File: src/rtl/frame_buf_arb_if.sv
// Bus bundle for frame_buf_arb: writer port, reader port, memory port and owner status.
// The arbiter connects through the slave modport; the environment uses master.
interface frame_buf_arb_if #(
    parameter int DATA_WIDTH = 32,
    parameter int ADDR_WIDTH = 29
);
    // Writer port
    logic                  wr_req;
    logic [ADDR_WIDTH-1:0] wr_addr_in;
    logic [DATA_WIDTH-1:0] wr_data_in;
    logic                  wr_ack;

    // Reader port
    logic                  rd_req;
    logic [ADDR_WIDTH-1:0] rd_addr_in;
    logic                  rd_ack;
    logic [DATA_WIDTH-1:0] rd_data_out;
    logic                  rd_err;

    // Memory port (strobes active-low)
    logic                  mem_wr_en_l;
    logic                  mem_rd_en_l;
    logic [ADDR_WIDTH-1:0] mem_wr_addr;
    logic [ADDR_WIDTH-1:0] mem_rd_addr;
    logic [DATA_WIDTH-1:0] mem_wr_data;
    logic                  mem_wr_rdy;
    logic                  mem_rd_data_valid;
    logic [DATA_WIDTH-1:0] mem_rd_data;

    // Current arbiter state
    logic [1:0]            owner;

    modport slave (
        input  wr_req, wr_addr_in, wr_data_in,
        input  rd_req, rd_addr_in,
        input  mem_wr_rdy, mem_rd_data_valid, mem_rd_data,
        output wr_ack, rd_ack, rd_data_out, rd_err,
        output mem_wr_en_l, mem_rd_en_l, mem_wr_addr, mem_rd_addr, mem_wr_data,
        output owner
    );

    modport master (
        output wr_req, wr_addr_in, wr_data_in,
        output rd_req, rd_addr_in,
        output mem_wr_rdy, mem_rd_data_valid, mem_rd_data,
        input  wr_ack, rd_ack, rd_data_out, rd_err,
        input  mem_wr_en_l, mem_rd_en_l, mem_wr_addr, mem_rd_addr, mem_wr_data,
        input  owner
    );
endinterface

File: src/rtl/frame_buf_arb.sv
// Two-port (writer/reader) arbiter in front of a single-ported frame memory.
// Writes stream one word per cycle while granted; reads are strobe-then-wait with
// a timeout. Bursts are capped at BURST_LEN words when the other port is waiting.
module frame_buf_arb #(
    parameter int DATA_WIDTH = 32,
    parameter int ADDR_WIDTH = 29,
    parameter int BURST_LEN  = 16,
    parameter int RD_TIMEOUT = 8
) (
    input  logic              clk,
    input  logic              reset,
    frame_buf_arb_if.slave    bus
);
    localparam int BW = $clog2(BURST_LEN + 1);
    localparam int TW = $clog2(RD_TIMEOUT + 1);

    localparam logic [BW-1:0] BURST_MAX = BW'(BURST_LEN);
    localparam logic [TW-1:0] TMO_LAST  = TW'(RD_TIMEOUT - 1);

    localparam logic [1:0] S_IDLE    = 2'd0;
    localparam logic [1:0] S_WRITE   = 2'd1;
    localparam logic [1:0] S_READ    = 2'd2;
    localparam logic [1:0] S_RD_WAIT = 2'd3;

    localparam logic GRANT_WR = 1'b0;
    localparam logic GRANT_RD = 1'b1;

    logic [1:0]            state_q, state_d;
    logic [BW-1:0]         burst_q, burst_d;
    logic [TW-1:0]         tmo_q, tmo_d;
    logic                  last_grant_q, last_grant_d;
    logic                  rd_drop_q, rd_drop_d;
    logic                  rd_ack_q, rd_ack_d;
    logic                  rd_err_q, rd_err_d;
    logic [DATA_WIDTH-1:0] rd_data_q, rd_data_d;

    logic                  wr_accept;
    logic                  rd_live;
    logic [BW-1:0]         burst_inc;

    // A word is taken whenever the write strobe is low, the writer still wants it
    // and the memory is ready.
    assign wr_accept = (state_q == S_WRITE) && bus.wr_req && bus.mem_wr_rdy;

    // The reader is still waiting on this transaction (never dropped rd_req).
    assign rd_live   = !rd_drop_q && bus.rd_req;

    // Burst count saturates at BURST_LEN so it can never wrap.
    assign burst_inc = (burst_q == BURST_MAX) ? burst_q : burst_q + BW'(1);

    // Memory strobes decode straight from the state, so at most one is ever low.
    assign bus.mem_wr_en_l = (state_q != S_WRITE);
    assign bus.mem_rd_en_l = (state_q != S_READ);
    assign bus.mem_wr_addr = (state_q == S_WRITE) ? bus.wr_addr_in : '0;
    assign bus.mem_wr_data = (state_q == S_WRITE) ? bus.wr_data_in : '0;
    assign bus.mem_rd_addr = (state_q == S_READ)  ? bus.rd_addr_in : '0;

    assign bus.wr_ack      = wr_accept;
    assign bus.rd_ack      = rd_ack_q;
    assign bus.rd_err      = rd_err_q;
    assign bus.rd_data_out = rd_data_q;
    assign bus.owner       = state_q;

    // Next-state and datapath decisions for the arbiter FSM.
    always_comb begin
        state_d      = state_q;
        burst_d      = burst_q;
        tmo_d        = tmo_q;
        last_grant_d = last_grant_q;
        rd_drop_d    = rd_drop_q;
        rd_ack_d     = 1'b0;
        rd_err_d     = 1'b0;
        rd_data_d    = rd_data_q;

        case (state_q)
            S_IDLE: begin
                if (rd_ack_q) begin
                    // Cycle in which rd_ack is presented: the read burst may carry
                    // on (count kept) if the reader immediately re-requests, unless
                    // the writer is waiting and the read burst is used up.
                    if (bus.rd_req && (!bus.wr_req || burst_q != BURST_MAX)) begin
                        state_d = S_READ;
                    end else if (bus.wr_req && burst_q == BURST_MAX) begin
                        state_d = S_WRITE;
                        burst_d = '0;
                    end
                end else if (bus.wr_req && (!bus.rd_req || last_grant_q == GRANT_RD)) begin
                    state_d = S_WRITE;
                    burst_d = '0;
                end else if (bus.rd_req) begin
                    state_d = S_READ;
                    burst_d = '0;
                end
            end

            S_WRITE: begin
                last_grant_d = GRANT_WR;
                if (!bus.wr_req) begin
                    state_d = S_IDLE;
                end else if (wr_accept) begin
                    burst_d = burst_inc;
                    if (burst_inc == BURST_MAX && bus.rd_req) begin
                        state_d = S_READ;
                        burst_d = '0;
                    end
                end
            end

            S_READ: begin
                // One-cycle strobe, then wait for data with a fresh timeout.
                last_grant_d = GRANT_RD;
                tmo_d        = '0;
                rd_drop_d    = !bus.rd_req;
                state_d      = S_RD_WAIT;
            end

            default: begin // S_RD_WAIT
                rd_drop_d = rd_drop_q | !bus.rd_req;
                if (bus.mem_rd_data_valid) begin
                    state_d = S_IDLE;
                    if (rd_live) begin
                        rd_data_d = bus.mem_rd_data;
                        rd_ack_d  = 1'b1;
                        burst_d   = burst_inc;
                    end
                end else if (tmo_q == TMO_LAST) begin
                    state_d      = S_IDLE;
                    rd_err_d     = rd_live;
                    last_grant_d = GRANT_RD;
                end else begin
                    tmo_d = tmo_q + TW'(1);
                end
            end
        endcase
    end

    // State registers with synchronous reset; reset abandons any transaction.
    always_ff @(posedge clk) begin
        if (reset) begin
            state_q      <= S_IDLE;
            burst_q      <= '0;
            tmo_q        <= '0;
            last_grant_q <= GRANT_RD;
            rd_drop_q    <= 1'b0;
            rd_ack_q     <= 1'b0;
            rd_err_q     <= 1'b0;
            rd_data_q    <= '0;
        end else begin
            state_q      <= state_d;
            burst_q      <= burst_d;
            tmo_q        <= tmo_d;
            last_grant_q <= last_grant_d;
            rd_drop_q    <= rd_drop_d;
            rd_ack_q     <= rd_ack_d;
            rd_err_q     <= rd_err_d;
            rd_data_q    <= rd_data_d;
        end
    end
endmodule

File: src/flat_wrapper.sv
// flat-port wrapper written by rule: the top's interface ports become plain ports
module frame_buf_arb_flat 
#(
    parameter int DATA_WIDTH = 32,
    parameter int ADDR_WIDTH = 29,
    parameter int BURST_LEN  = 16,
    parameter int RD_TIMEOUT = 8
)
  (clk, reset, bus_wr_req, bus_wr_addr_in, bus_wr_data_in, bus_rd_req, bus_rd_addr_in, bus_mem_wr_rdy, bus_mem_rd_data_valid, bus_mem_rd_data, bus_wr_ack, bus_rd_ack, bus_rd_data_out, bus_rd_err, bus_mem_wr_en_l, bus_mem_rd_en_l, bus_mem_wr_addr, bus_mem_rd_addr, bus_mem_wr_data, bus_owner);
  frame_buf_arb_if #(.DATA_WIDTH(DATA_WIDTH), .ADDR_WIDTH(ADDR_WIDTH)) bus_i ();
  input  logic clk;
  input  logic reset;
  input wire logic [$bits(bus_i.wr_req)-1:0] bus_wr_req;
  input wire logic [$bits(bus_i.wr_addr_in)-1:0] bus_wr_addr_in;
  input wire logic [$bits(bus_i.wr_data_in)-1:0] bus_wr_data_in;
  input wire logic [$bits(bus_i.rd_req)-1:0] bus_rd_req;
  input wire logic [$bits(bus_i.rd_addr_in)-1:0] bus_rd_addr_in;
  input wire logic [$bits(bus_i.mem_wr_rdy)-1:0] bus_mem_wr_rdy;
  input wire logic [$bits(bus_i.mem_rd_data_valid)-1:0] bus_mem_rd_data_valid;
  input wire logic [$bits(bus_i.mem_rd_data)-1:0] bus_mem_rd_data;
  output wire logic [$bits(bus_i.wr_ack)-1:0] bus_wr_ack;
  output wire logic [$bits(bus_i.rd_ack)-1:0] bus_rd_ack;
  output wire logic [$bits(bus_i.rd_data_out)-1:0] bus_rd_data_out;
  output wire logic [$bits(bus_i.rd_err)-1:0] bus_rd_err;
  output wire logic [$bits(bus_i.mem_wr_en_l)-1:0] bus_mem_wr_en_l;
  output wire logic [$bits(bus_i.mem_rd_en_l)-1:0] bus_mem_rd_en_l;
  output wire logic [$bits(bus_i.mem_wr_addr)-1:0] bus_mem_wr_addr;
  output wire logic [$bits(bus_i.mem_rd_addr)-1:0] bus_mem_rd_addr;
  output wire logic [$bits(bus_i.mem_wr_data)-1:0] bus_mem_wr_data;
  output wire logic [$bits(bus_i.owner)-1:0] bus_owner;
  assign bus_i.wr_req = bus_wr_req;
  assign bus_i.wr_addr_in = bus_wr_addr_in;
  assign bus_i.wr_data_in = bus_wr_data_in;
  assign bus_i.rd_req = bus_rd_req;
  assign bus_i.rd_addr_in = bus_rd_addr_in;
  assign bus_i.mem_wr_rdy = bus_mem_wr_rdy;
  assign bus_i.mem_rd_data_valid = bus_mem_rd_data_valid;
  assign bus_i.mem_rd_data = bus_mem_rd_data;
  assign bus_wr_ack = bus_i.wr_ack;
  assign bus_rd_ack = bus_i.rd_ack;
  assign bus_rd_data_out = bus_i.rd_data_out;
  assign bus_rd_err = bus_i.rd_err;
  assign bus_mem_wr_en_l = bus_i.mem_wr_en_l;
  assign bus_mem_rd_en_l = bus_i.mem_rd_en_l;
  assign bus_mem_wr_addr = bus_i.mem_wr_addr;
  assign bus_mem_rd_addr = bus_i.mem_rd_addr;
  assign bus_mem_wr_data = bus_i.mem_wr_data;
  assign bus_owner = bus_i.owner;
  frame_buf_arb #(.DATA_WIDTH(DATA_WIDTH), .ADDR_WIDTH(ADDR_WIDTH), .BURST_LEN(BURST_LEN), .RD_TIMEOUT(RD_TIMEOUT)) u_core (.clk(clk), .reset(reset), .bus(bus_i));
endmodule
File: config.mk
export PLATFORM = sky130hd
export DESIGN_NAME = frame_buf_arb_flat
export DESIGN_NICKNAME = d
export VERILOG_FILES = /design/src/rtl/frame_buf_arb_if.sv /design/src/rtl/frame_buf_arb.sv /design/src/flat_wrapper.sv
export SDC_FILE = /design/constraint.sdc
export NUM_CORES = 1
export LEC_CHECK = 0
export ABC_AREA = 1
export CORE_ASPECT_RATIO = 1.1
export CORE_MARGIN = 5
export CORE_UTILIZATION = 34
export DETAILED_ROUTE_END_ITERATION = 8
export PLACE_DENSITY = 0.95
export SLEW_MARGIN = 20
export SYNTH_ARGS = -nofsm -noshare
export SYNTH_HDL_FRONTEND = slang
export SYNTH_SLANG_ARGS = --single-unit
File: constraint.sdc
create_clock -name clk -period 3.4 [get_ports clk]
set_input_delay 0.51 -clock clk [delete_from_list [all_inputs] [get_ports clk]]
set_output_delay 0.51 -clock clk [all_outputs]
set_load 0.01 [all_outputs]
==> After elaboration in Yosys (flattened, before gate mapping) <==
Index checks and enable logic that the tools add are counted.
{ "classes": {"mux": 34, "n_eq_ne": 19, "bitwise_logic": 7, "addsub": 2, "reduce_logical": 26} }
{ "op_table": {"columns": ["cell", "n"], "rows": [
  ["$mux W29", 2],
  ["$mux W5", 11],
  ["$mux W32", 1],
  ["$mux W2", 10],
  ["$pmux W5 S3", 1],
  ["$ne A3 B3 Y1 const B", 4],
  ["$eq A5 B5 Y1 const B", 2],
  ["$reduce_and A3 Y1", 3],
  ["$reduce_bool A3 Y1", 3],
  ["$mux W4", 2],
  ["$pmux W4 S2", 1],
  ["$reduce_and A8 Y1", 1],
  ["$logic_and A1 B1 Y1", 7],
  ["$ne A2 B1 Y1 const B", 3],
  ["$ne A2 B2 Y1 const B", 3],
  ["$not A1 Y1", 6],
  ["$pmux W2 S3", 1],
  ["$reduce_or A6 Y1", 1],
  ["$add A5 B1 Y5 const B", 1],
  ["$ne A5 B5 Y1 const B", 1],
  ["$reduce_and A5 Y1", 1],
  ["$reduce_bool A5 Y1", 1],
  ["$reduce_or A5 Y1", 1],
  ["$add A4 B1 Y4 const B", 1],
  ["other kinds (15)", 20]
]} }
{ "word_totals": {"word_cells": 96, "register_bits": 47} }

==> Longest topological paths before layout <==
Gate-level depths: netlist of the first run.
{ "depth": {"ltp_word": 8, "mapped_depth": 14, "mapped_depth_nobuf": 14} }

==> Worst setup path after synthesis of the first run <==
OpenSTA, ideal clock, no wires.
{ "synth_path": {"path_kind": "reg-to-output", "from": "reg u_core.state_q[1], in the netlist u_core.bus.owner[1]", "to": "out bus_mem_wr_addr[10]", "required_ns": 2.890, "arrival_ns": 1.456, "path_buffers": 3, "path_stages_with_launch": 8, "path_slack_ns": 1.434, "cell_sequence": "dfxtp_1 > inv_1 > ha_1 > buf_6 > clkbuf_1 > clkbuf_1 > nand2_1 > inv_1"} }
{ "synth_between": {"elab_chain_len": 2} }
{ "synth_lines": {"columns": ["item", "line_no", "text"], "rows": [
  ["start, declared", "frame_buf_arb.sv:28", "logic [1:0] state_q, state_d;"],
  ["start signal, assigned", "frame_buf_arb.sv:149", "state_q <= state_d;"],
  ["$eq A2 B1 Y1", "frame_buf_arb.sv:54", "assign bus.mem_wr_addr = (state_q == S_WRITE) ? bus.wr_addr_in : '0;"],
  ["$mux W29", "frame_buf_arb.sv:54", null],
  ["end, declared", "flat_wrapper.sv:27", "output wire logic [$bits(bus_i.mem_wr_addr)-1:0] bus_mem_wr_addr;"]
]} }
No other way between the ends.

==> Worst setup path in the final report of the first run <==
{ "layout_path": {"from": "reg u_core.state_q[1], in the netlist u_core.bus.owner[1]", "to": "out bus_mem_wr_addr[11]"} }
Same word-level chain as after synthesis.

==> flow_summary.toml, run 1 <==
[power_and_ir_drop]
p_per_area_nw_per_um2 = 562
switching_share_pct = 42.2
p_int_w = 0.00182
p_switching_w = 0.00132
combPwrFrac_pct = 64.6
p_leak_nw = 2.81
ir_drop_mv = 0.275
clockPowerShare_pct = 13.0
total_power_w = 0.00314
pwr-share-seq_pct = 22.4

[setup_path]
crit_fanout = 36
cpMaxStageDelayCell = "clkdlybuf4s50_1"
crit_top_cell = "inv_1"
crit_family = "buffers and inverters"
crit_buf_inv = 4
crit_start = "u_core.bus.owner[1]$_SDFFE_PP0P_"
required_ns = 2.89
criticalPathCategory = "register to output pin"
crit_path_end_kind = "output pin"
reg2regPathDepth = 12
path_cells = "inv_1, ha_2, buf_4, nand2_1, inv_1, clkdlybuf4s50_1"
cp_num_cells = 6
crit_arrival_ns = 2.22
r2r_start = "u_core.bus.owner[1]$_SDFFE_PP0P_"
slowest_delay_ns = 0.55
start_kind = "register"

[detailed_routing]
vias = 3748
antenna_left = 0
viasPerCell = 4.45
drc = 0
routed_wirelength_um = 12300
drt-pass1-iter-count = 5
initialDrtViolationCount = 272
wl_per_cell_um = 14.6

[synth]
ys_types = 24
synth_mux_area_share_pct = 0
avgSynthCellArea_um2 = 5.83
synth_top_area_cell = "dfxtp_1"
synth_top_area_share_pct = 33.3
syn_area_um2 = 2830
synth_compound_area_share_pct = 10.6
syn_inst = 485
ys_top_cells_by_area = "dfxtp_1 (33%), nand2_1 (16%), inv_1 (14%)"
ys_seq_area_share_pct = 33.3
synth-xor-area-share_pct = 0.929
synth_fa_ha_area_share_pct = 3.10
synth_seq_cells = 47
ys_warn_count = 0
synthSimpleGateAreaFrac_pct = 33.4
synth_top_family_by_area = "simple AND/OR/NAND/NOR gates"
syn_nets = 620

[flow_run]
maxCapViolCount = 0

[cells_and_area]
mostFrequentLayoutCell = "clkdlybuf4s50_1"
final_util_pct = 67.9
nets = 866
layout_common_cells = "clkdlybuf4s50_1 (256), nand2_1 (122), inv_1 (108), nor2_1 (83), dfxtp_1 (47)"
syn_to_final_growth_pct = 97.5
drive_gt1_share_pct = 4.37
n_antenna_cell = 0

[hold_path]
whs_path_depth = 2
hp-start = "u_core.bus.rd_data_out[27]$_SDFFE_PP0P_"
hp-class = "register to register"

[run_status]
outcome = "finished clean"

[sta]
hold_viol_final = 0
period_minus_slack_ns = 2.73
final.setup.worst_slack_ns = 0.668
max_slew.worst_pin.slew_ns = 0.533
slew_viol_final = 0
finalSetupViolCount = 0
rsz0062_at_grt = "false"
fin_tns_setup_ns = 0
period_share_pct = 80.3
fin_skew_ns = 0.00205
max_freq_mhz = 366
relSlewSlack_pct = 64.4

[global_route]
antenna_found_initial = 0
grt_start_max_net_pins = 37
grt_first_pass_wirelength_um = 19100
grt_pass1_vias = 3857
overflow = 0
grtUsageTotal_pct = 22.7

[clock_tree]
cts.clk_slew.worst_paths_ns = 0.09
postCtsHoldBufs = 0
htreeDepth = 2
cts_buffers = 5
cts_root_buf = "clkbuf_8"
insertion_delay_ns = 0.29
post_cts_buffers = 0
cts.sinks = 47
cts_tree = "built"
clockBufferDepth = 2
ctsResizeCount = 0

[placed_design]
gp_congestion = 0.901
place_ws_ns = 1.03
io_buffers = 256
dp_hpwl_um = 10200

[die]
die_h_um = 106
num_rows = 35
die-area_um2 = 10200
ios = 257
fp.dieW_um = 97.0
core_area_um2 = 8230
start_util_pct = 34.4
[sequential cells by signal, summed over array words and instances (netlist names)]
register,cells
u_core.burst_q,5
u_core.bus.owner,2
u_core.bus.rd_ack,1
u_core.bus.rd_data_out,32
u_core.bus.rd_err,1
u_core.last_grant_q,1
u_core.rd_drop_q,1
u_core.tmo_q,4
[Yosys cell counts (all sizes together)]
cell type	n
a211oi	1
a21oi	10
a22oi	1
buf	6
clkbuf	16
dfxtp	47
ha	7
inv	115
nand2	124
nand3	14
nand4	2
nor2	92
nor3	2
o211ai	3
o21a	1
o21ai	41
xnor2	1
xor2	2
[power by group through the flow]
stage / sequential (W) / clock, W / combinational [W]
6_report: 0.000704 / 0.000408 / 0.00203
5_1_grt: 0.000717 / 0.000444 / 0.00222
4_1_cts: 0.000702 / 0.000416 / 0.00204
3_5_place_dp: 0.000715 / 0 / 0.00202
3_3_place_gp: 0.000706 / 0 / 0.00198
2_1_floorplan: 0.000713 / 0 / 0.00103
[cell type report]
cell class / instances / area, um^2
clock buffers: 5 / 68.8
inverters: 115 / 432
multi-input cells: 301 / 1360
repair buffers: 261 / 2600
clock inverters: 3 / 43.8
fillers: 673 / 2650
well taps: 111 / 139
flip-flops and latches: 47 / 941
[worst reg2reg max path: stages, from the launching register on]
cell and delay (ns):
dfxtp_1 0.46, inv_1 0.14, ha_1 0.32, nor2_4 0.18
inv_2 0.07, nor2_4 0.12, nand2_1 0.08, nand3_1 0.10
nor2_2 0.06, nand2_1 0.08, nand2_1 0.06, nand2_1 0.08
nor2_2 0.04
[metal layers]
metal,track usage (%),part of all wire [%]
met5,0,0
met1,24.2,38
met4,4.81,1.6
met2,40.6,49
met3,10.8,12
[kinds of logic after synthesis]
group	after synthesis
AO/OA/AOI/OAI	57
XOR/XNOR	3
buffers and inverters	137
adder cells (fa/ha/maj)	7
AND/OR/NAND/NOR	234
flip-flops	47
[stage by stage]
stage	hold WS, ns	instance area, um^2	std cells
after floorplan	0.447	2830	485
after global placement	0.463	5470	835
after detailed placement	0.474	5470	835
after CTS	0.492	5590	843
after global routing	0.510	5590	843
final	0.489	5590	843
[worst paths after layout]
check | slack (ns) | to
max reg2reg | 1.52 | u_core.bus.owner[1]$_SDFFE_PP0P_
min reg2reg | 0.49 | u_core.bus.rd_data_out[27]$_SDFFE_PP0P_
min | 0.49 | u_core.bus.rd_data_out[27]$_SDFFE_PP0P_
max | 0.67 | bus_mem_wr_addr[11]
Note: power is estimated with default switching activity, not from simulation.
==> run 2: changes to the inputs <==
--- a/config.mk
+++ b/config.mk
@@ -8,9 +8,9 @@
 export ABC_AREA = 1
 export CORE_ASPECT_RATIO = 1.1
 export CORE_MARGIN = 5
-export CORE_UTILIZATION = 34
+export CORE_UTILIZATION = 31
 export DETAILED_ROUTE_END_ITERATION = 8
-export PLACE_DENSITY = 0.95
+export PLACE_DENSITY = 0.89
 export SLEW_MARGIN = 20
 export SYNTH_ARGS = -nofsm -noshare
 export SYNTH_HDL_FRONTEND = slang
==> constraint.sdc (replaced) <==
create_clock -name clk -period 2.7 [get_ports clk]
set_input_delay 0.405 -clock clk [delete_from_list [all_inputs] [get_ports clk]]
set_output_delay 0.405 -clock clk [all_outputs]
set_load 0.01 [all_outputs]
==> run 2 against run 1 <==
Critical endpoint is now bus_mem_rd_addr[27]. Power grew 25%. Non-clock buffer count is the same. Largest cell class unchanged. Wire length shrank 5.2%. Sequential power grew 27%. First-iteration DRC count shrank 24%. Core utilization shrank 4.6 points. Clock power grew 8.6%. Register-to-register slack lost 0.73 ns. Largest power group unchanged. Cell area grew 0.45%. Combinational power grew 28%. Clock skew grew 0.0064 ns. Cell count grew 0.36%.
==> flow_summary.toml, run 2 (same netlist as run 1, synthesis figures left out) <==
[power_and_ir_drop]
p_switching_w = 0.00166
p_leak_nw = 2.81
switching_share_pct = 42.2
p_int_w = 0.00227
combPwrFrac_pct = 66.0
ir_drop_mv = 0.361
pwr-share-seq_pct = 22.7
clockPowerShare_pct = 11.3
p_per_area_nw_per_um2 = 699

[flow_run]
maxCapViolCount = 0

[sta]
max_freq_mhz = 407
rsz0062_at_grt = "false"
fin_skew_ns = 0.00848
period_share_pct = 91.0
finalSetupViolCount = 0
relSlewSlack_pct = 64.0
max_slew.worst_pin.slew_ns = 0.539
fin_tns_setup_ns = 0
slew_viol_final = 0
period_minus_slack_ns = 2.46
hold_viol_final = 0

[setup_path]
r2r_start = "u_core.bus.owner[0]$_SDFFE_PP0P_"
required_ns = 2.30
slowest_delay_ns = 0.54
cpMaxStageDelayCell = "clkdlybuf4s50_1"
crit_path_end_kind = "output pin"
start_kind = "register"
crit_buf_inv = 4
crit_family = "buffers and inverters"
crit_fanout = 30
crit_arrival_ns = 2.05
crit_top_cell = "inv_1"
crit_start = "u_core.bus.owner[0]$_SDFFE_PP0P_"
path_cells = "inv_1, ha_1, buf_12, nand2_1, inv_1, clkdlybuf4s50_1"
criticalPathCategory = "register to output pin"

[clock_tree]
cts_tree = "built"
ctsResizeCount = 0
clockBufferDepth = 2
htreeDepth = 2
cts_buffers = 5
cts.clk_slew.worst_paths_ns = 0.09
cts.sinks = 47
insertion_delay_ns = 0.29
post_cts_buffers = 0
postCtsHoldBufs = 0
cts_root_buf = "clkbuf_8"

[cells_and_area]
layout_common_cells = "clkdlybuf4s50_1 (256), nand2_1 (122), inv_1 (108), nor2_1 (83), dfxtp_1 (47)"
multi_input_area_um2 = 1370
largest_register_ffs = 32
drive_gt1_share_pct = 4.37
final_cell_area_um2 = 5610
nets = 866
mostFrequentLayoutCell = "clkdlybuf4s50_1"
n_antenna_cell = 0
nFillCells = 749
seqCellArea_um2 = 941
syn_to_final_growth_pct = 98.4

[global_route]
grtUsageTotal_pct = 20.0
overflow = 0
grt_start_max_net_pins = 41
grt_first_pass_wirelength_um = 17800
grt_pass1_vias = 3756
antenna_found_initial = 0

[run_status]
outcome = "finished clean"

[placed_design]
dp_hpwl_um = 9670
gp_congestion = 0.888
io_buffers = 256
placed_area_um2 = 5500

[die]
ios = 257
core_area_um2 = 8870
num_rows = 36
fp.dieW_um = 101
die-area_um2 = 11100
start_util_pct = 31.9
die_h_um = 110

[hold_path]
hp-start = "u_core.bus.rd_data_out[1]$_SDFFE_PP0P_"
hp-class = "register to register"

[detailed_routing]
drc = 0
initialDrtViolationCount = 207
drt-pass1-iter-count = 4
vias = 3753
routed_wirelength_um = 11700
viasPerCell = 4.44
wl_per_cell_um = 13.8
antenna_left = 0
==> run 2: cell count changes in the layout (fill, tap and decap cells not counted), sizes merged <==
cell,previous run,this run
bufinv,1,0
clkinvlp,0,1
clkinv,2,1
clkbuf,5,6
==> run 2: cell type report <==
cell class / instances / area share [%]
Inverter: 115 / 7.69
Clock buffer: 6 / 1.47
Timing Repair Buffer: 261 / 46.8
Multi-Input combinational cell: 301 / 24.5
Sequential cell: 47 / 16.8
Tap cell: 114 / 2.54
Clock inverter: 2 / 0.290
==> run 2: power groups by stage <==
stage | Combinational, W | Clock [W] | Sequential, W
after floorplan | 0.00129 | 0 | 0.000898
after global placement | 0.00252 | 0 | 0.000895
after detailed placement | 0.00258 | 0 | 0.000902
after CTS | 0.00260 | 0.000457 | 0.000886
after global routing | 0.00284 | 0.000483 | 0.000908
final | 0.00259 | 0.000443 | 0.000892
==> run 2: per-stage QoR <==
step                      util, %  power (W)  setup slack [ns]  cells  hold slack [ns]
after CTS                    63.1    0.00395             0.119    846            0.493
after global placement       62.0    0.00342             0.502    838            0.462
after detailed placement     62.0    0.00348             0.439    838            0.472
after floorplan                 -    0.00219             0.839    485            0.447
final                        63.2    0.00393             0.243    846            0.487
after global routing         63.2    0.00423            0.0996    846            0.507
==> run 2: worst paths after layout <==
kind / to / slack (ns) / depth (start not counted)
setup / recovery: bus_mem_rd_addr[27] / 0.24 / 6
setup reg to reg: u_core.burst_q[3]$_SDFFE_PP0P_ / 0.79 / 9
hold / removal: u_core.bus.rd_data_out[1]$_SDFFE_PP0P_ / 0.49 / 2
hold reg to reg: u_core.bus.rd_data_out[1]$_SDFFE_PP0P_ / 0.49 / 2
==> run 2: worst min-delay path, delay by kind of cell (launching register included) <==
family           cells  cell delay [ns]
flip-flops           1             0.33
AND/OR/NAND/NOR      2             0.13
==> run 2: metal layers <==
| layer | wire length (um) | vias to the layer above | global-route usage [%] | share of wire [%] |
|---|---|---|---|---|
| met5 | 0 | - | 0 | 0 |
| met4 | 153 | 0 | 5.13 | 1.3 |
| met3 | 1400 | 13 | 7.74 | 12 |
| met2 | 5740 | 170 | 36.7 | 49 |
| met1 | 4400 | 1664 | 21.4 | 38 |
| li1 | - | 1906 | - | - |
==> run 3: changes to the inputs <==
--- a/config.mk
+++ b/config.mk
@@ -6,11 +6,14 @@
 export NUM_CORES = 1
 export LEC_CHECK = 0
 export ABC_AREA = 1
+export CAP_MARGIN = 20
 export CORE_ASPECT_RATIO = 1.1
 export CORE_MARGIN = 5
 export CORE_UTILIZATION = 31
 export DETAILED_ROUTE_END_ITERATION = 8
+export GPL_TIMING_DRIVEN = 0
 export PLACE_DENSITY = 0.89
+export RECOVER_POWER = 50
 export SLEW_MARGIN = 20
 export SYNTH_ARGS = -nofsm -noshare
 export SYNTH_HDL_FRONTEND = slang
==> run 3 against run 2 <==
Worst hold slack got worse by 0.0012 ns. Clock power rose by 21%. Power rose by 0.73%. Setup slack got worse by 0.070 ns. Cell area rose by 0.54%. Sequential cell count did not move. Register-to-register slack got worse by 0.19 ns. Clock skew fell by 0.00062 ns. Core utilization rose by 0.34 points. Via count rose by 0.53%.
==> flow_summary.toml, run 3 (same netlist as run 1, synthesis figures left out) <==
[detailed_routing]
vias = 3773
initialDrtViolationCount = 156
routed_wirelength_um = 12000
drt-pass1-iter-count = 4
antenna_left = 0
viasPerCell = 4.37
drc = 0
wl_per_cell_um = 14.0

[sta]
hold_viol_final = 0
slew_viol_final = 0
period_share_pct = 93.6
finalSetupViolCount = 0
period_minus_slack_ns = 2.53
fin_skew_ns = 0.00786
max_freq_mhz = 396
relSlewSlack_pct = 57.3
rsz0062_at_grt = "false"
max_slew.worst_pin.slew_ns = 0.638

[die]
die-area_um2 = 11100
ios = 257
num_rows = 36
core_area_um2 = 8870
start_util_pct = 31.9
die_h_um = 110
fp.dieW_um = 101

[clock_tree]
cts_tree = "built"
clockBufferDepth = 2
cts_root_buf = "clkbuf_8"
insertion_delay_ns = 0.31
cts_buffers = 5
cts.clk_slew.worst_paths_ns = 0.10
post_cts_buffers = 0
cts.sinks = 47
htreeDepth = 2

[setup_path]
criticalPathCategory = "register to output pin"
reg2regPathDepth = 12
crit_path_end_kind = "output pin"
start_kind = "register"
path_cells = "inv_2, ha_1, buf_6, clkbuf_4, clkbuf_4, nand2_1, inv_1, clkdlybuf4s50_1"
cpMaxStageDelayCell = "clkdlybuf4s50_1"
crit_arrival_ns = 2.12
required_ns = 2.30
crit_fanout = 10
slowest_delay_ns = 0.53
crit_top_cell = "clkbuf_4"

[flow_run]
maxCapViolCount = 0

[global_route]
grtUsageTotal_pct = 20.8
grt_first_pass_wirelength_um = 18500
grt_start_max_net_pins = 17
overflow = 0
antenna_found_initial = 0
grt_pass1_vias = 3888

[power_and_ir_drop]
ir_drop_mv = 0.335
total_power_w = 0.00395
p_per_area_nw_per_um2 = 701
p_leak_nw = 3.00

[placed_design]
dp_hpwl_um = 10100
io_buffers = 256
placed_cells = 855
gp_congestion = 0.894

[cells_and_area]
final_util_pct = 63.6
n_antenna_cell = 0
layout_common_cells = "clkdlybuf4s50_1 (215), nand2_1 (123), inv_1 (110), nor2_1 (89), dfxtp_1 (45)"
largest_register_ffs = 32
nets = 883
mostFrequentLayoutCell = "clkdlybuf4s50_1"
final_cell_count_no_fill = 863
syn_to_final_growth_pct = 99.4
drive_gt1_share_pct = 4.01

[run_status]
outcome = "finished clean"

[hold_path]
whs_path_depth = 2
hp-class = "register to register"
run 3: worst max-delay path: cells and delay by family (launching register included):
| family | cells | cell delay, ns |
|---|---|---|
| adder cells (fa/ha/maj) | 1 | 0.16 |
| buffers and inverters | 6 | 1.19 |
| flip-flops | 1 | 0.37 |
| AND/OR/NAND/NOR | 1 | 0.08 |
run 3: routing by layer:
layer	share of wire, %	wire length [um]	track usage (%)
met1	36	4330	21.3
met2	49	5940	38.4
met3	13	1560	9.31
met4	1.8	214	5.60
met5	0	0	0
run 3: layout make-up:
cell class              instances  area, um^2
fillers                       735        3230
clock inverters                 3        46.3
inverters                     115         432
multi-input cells             301        1330
repair buffers                256        2560
plain buffers                  22         116
flip-flops and latches         47         943
clock buffers                   5        68.8
well taps                     114         143
run 3: path summary, 6_finish.rpt:
kind | from | endpoint | slack [ns]
worst min-delay path | u_core.bus.rd_data_out[25]$_SDFFE_PP0P_ | u_core.bus.rd_data_out[25]$_SDFFE_PP0P_ | 0.49
worst min register to register | u_core.bus.rd_data_out[25]$_SDFFE_PP0P_ | u_core.bus.rd_data_out[25]$_SDFFE_PP0P_ | 0.49
worst max register to register | u_core.bus.owner[1]$_SDFFE_PP0P_ | u_core.tmo_q[3]$_SDFFE_PP0P_ | 0.60
worst max-delay path | u_core.bus.owner[1]$_SDFFE_PP0P_ | bus_mem_wr_data[4] | 0.17
run 3: power breakdown:
part | switching, W | internal, W | total (W) | leakage, nW
Clock | 0.000255 | 0.000279 | 0.000534 | 0.0548
Sequential | 0.0000941 | 0.000791 | 0.000885 | 0.382
Combinational | 0.00131 | 0.00122 | 0.00253 | 2.56
run 3: what timing repair did:
item | 4_1_cts | 5_1_grt
resized for setup | 10 | 12
setup endpoints to repair | 40 | 89
hold buffers | 0 | 0
pin swaps | 0 | 0
run 3: metrics by stage:
stage                     setup TNS, ns  setup slack [ns]  hold WS, ns  instance area (um^2)
after floorplan                       0             0.839        0.447                  2830
after global placement                0            0.0433        0.460                  5530
after detailed placement        -0.0749           -0.0210        0.474                  5530
after CTS                             0           0.00360        0.495                  5670
after global routing                  0            0.0235        0.509                  5640
final                                 0             0.173        0.486                  5640
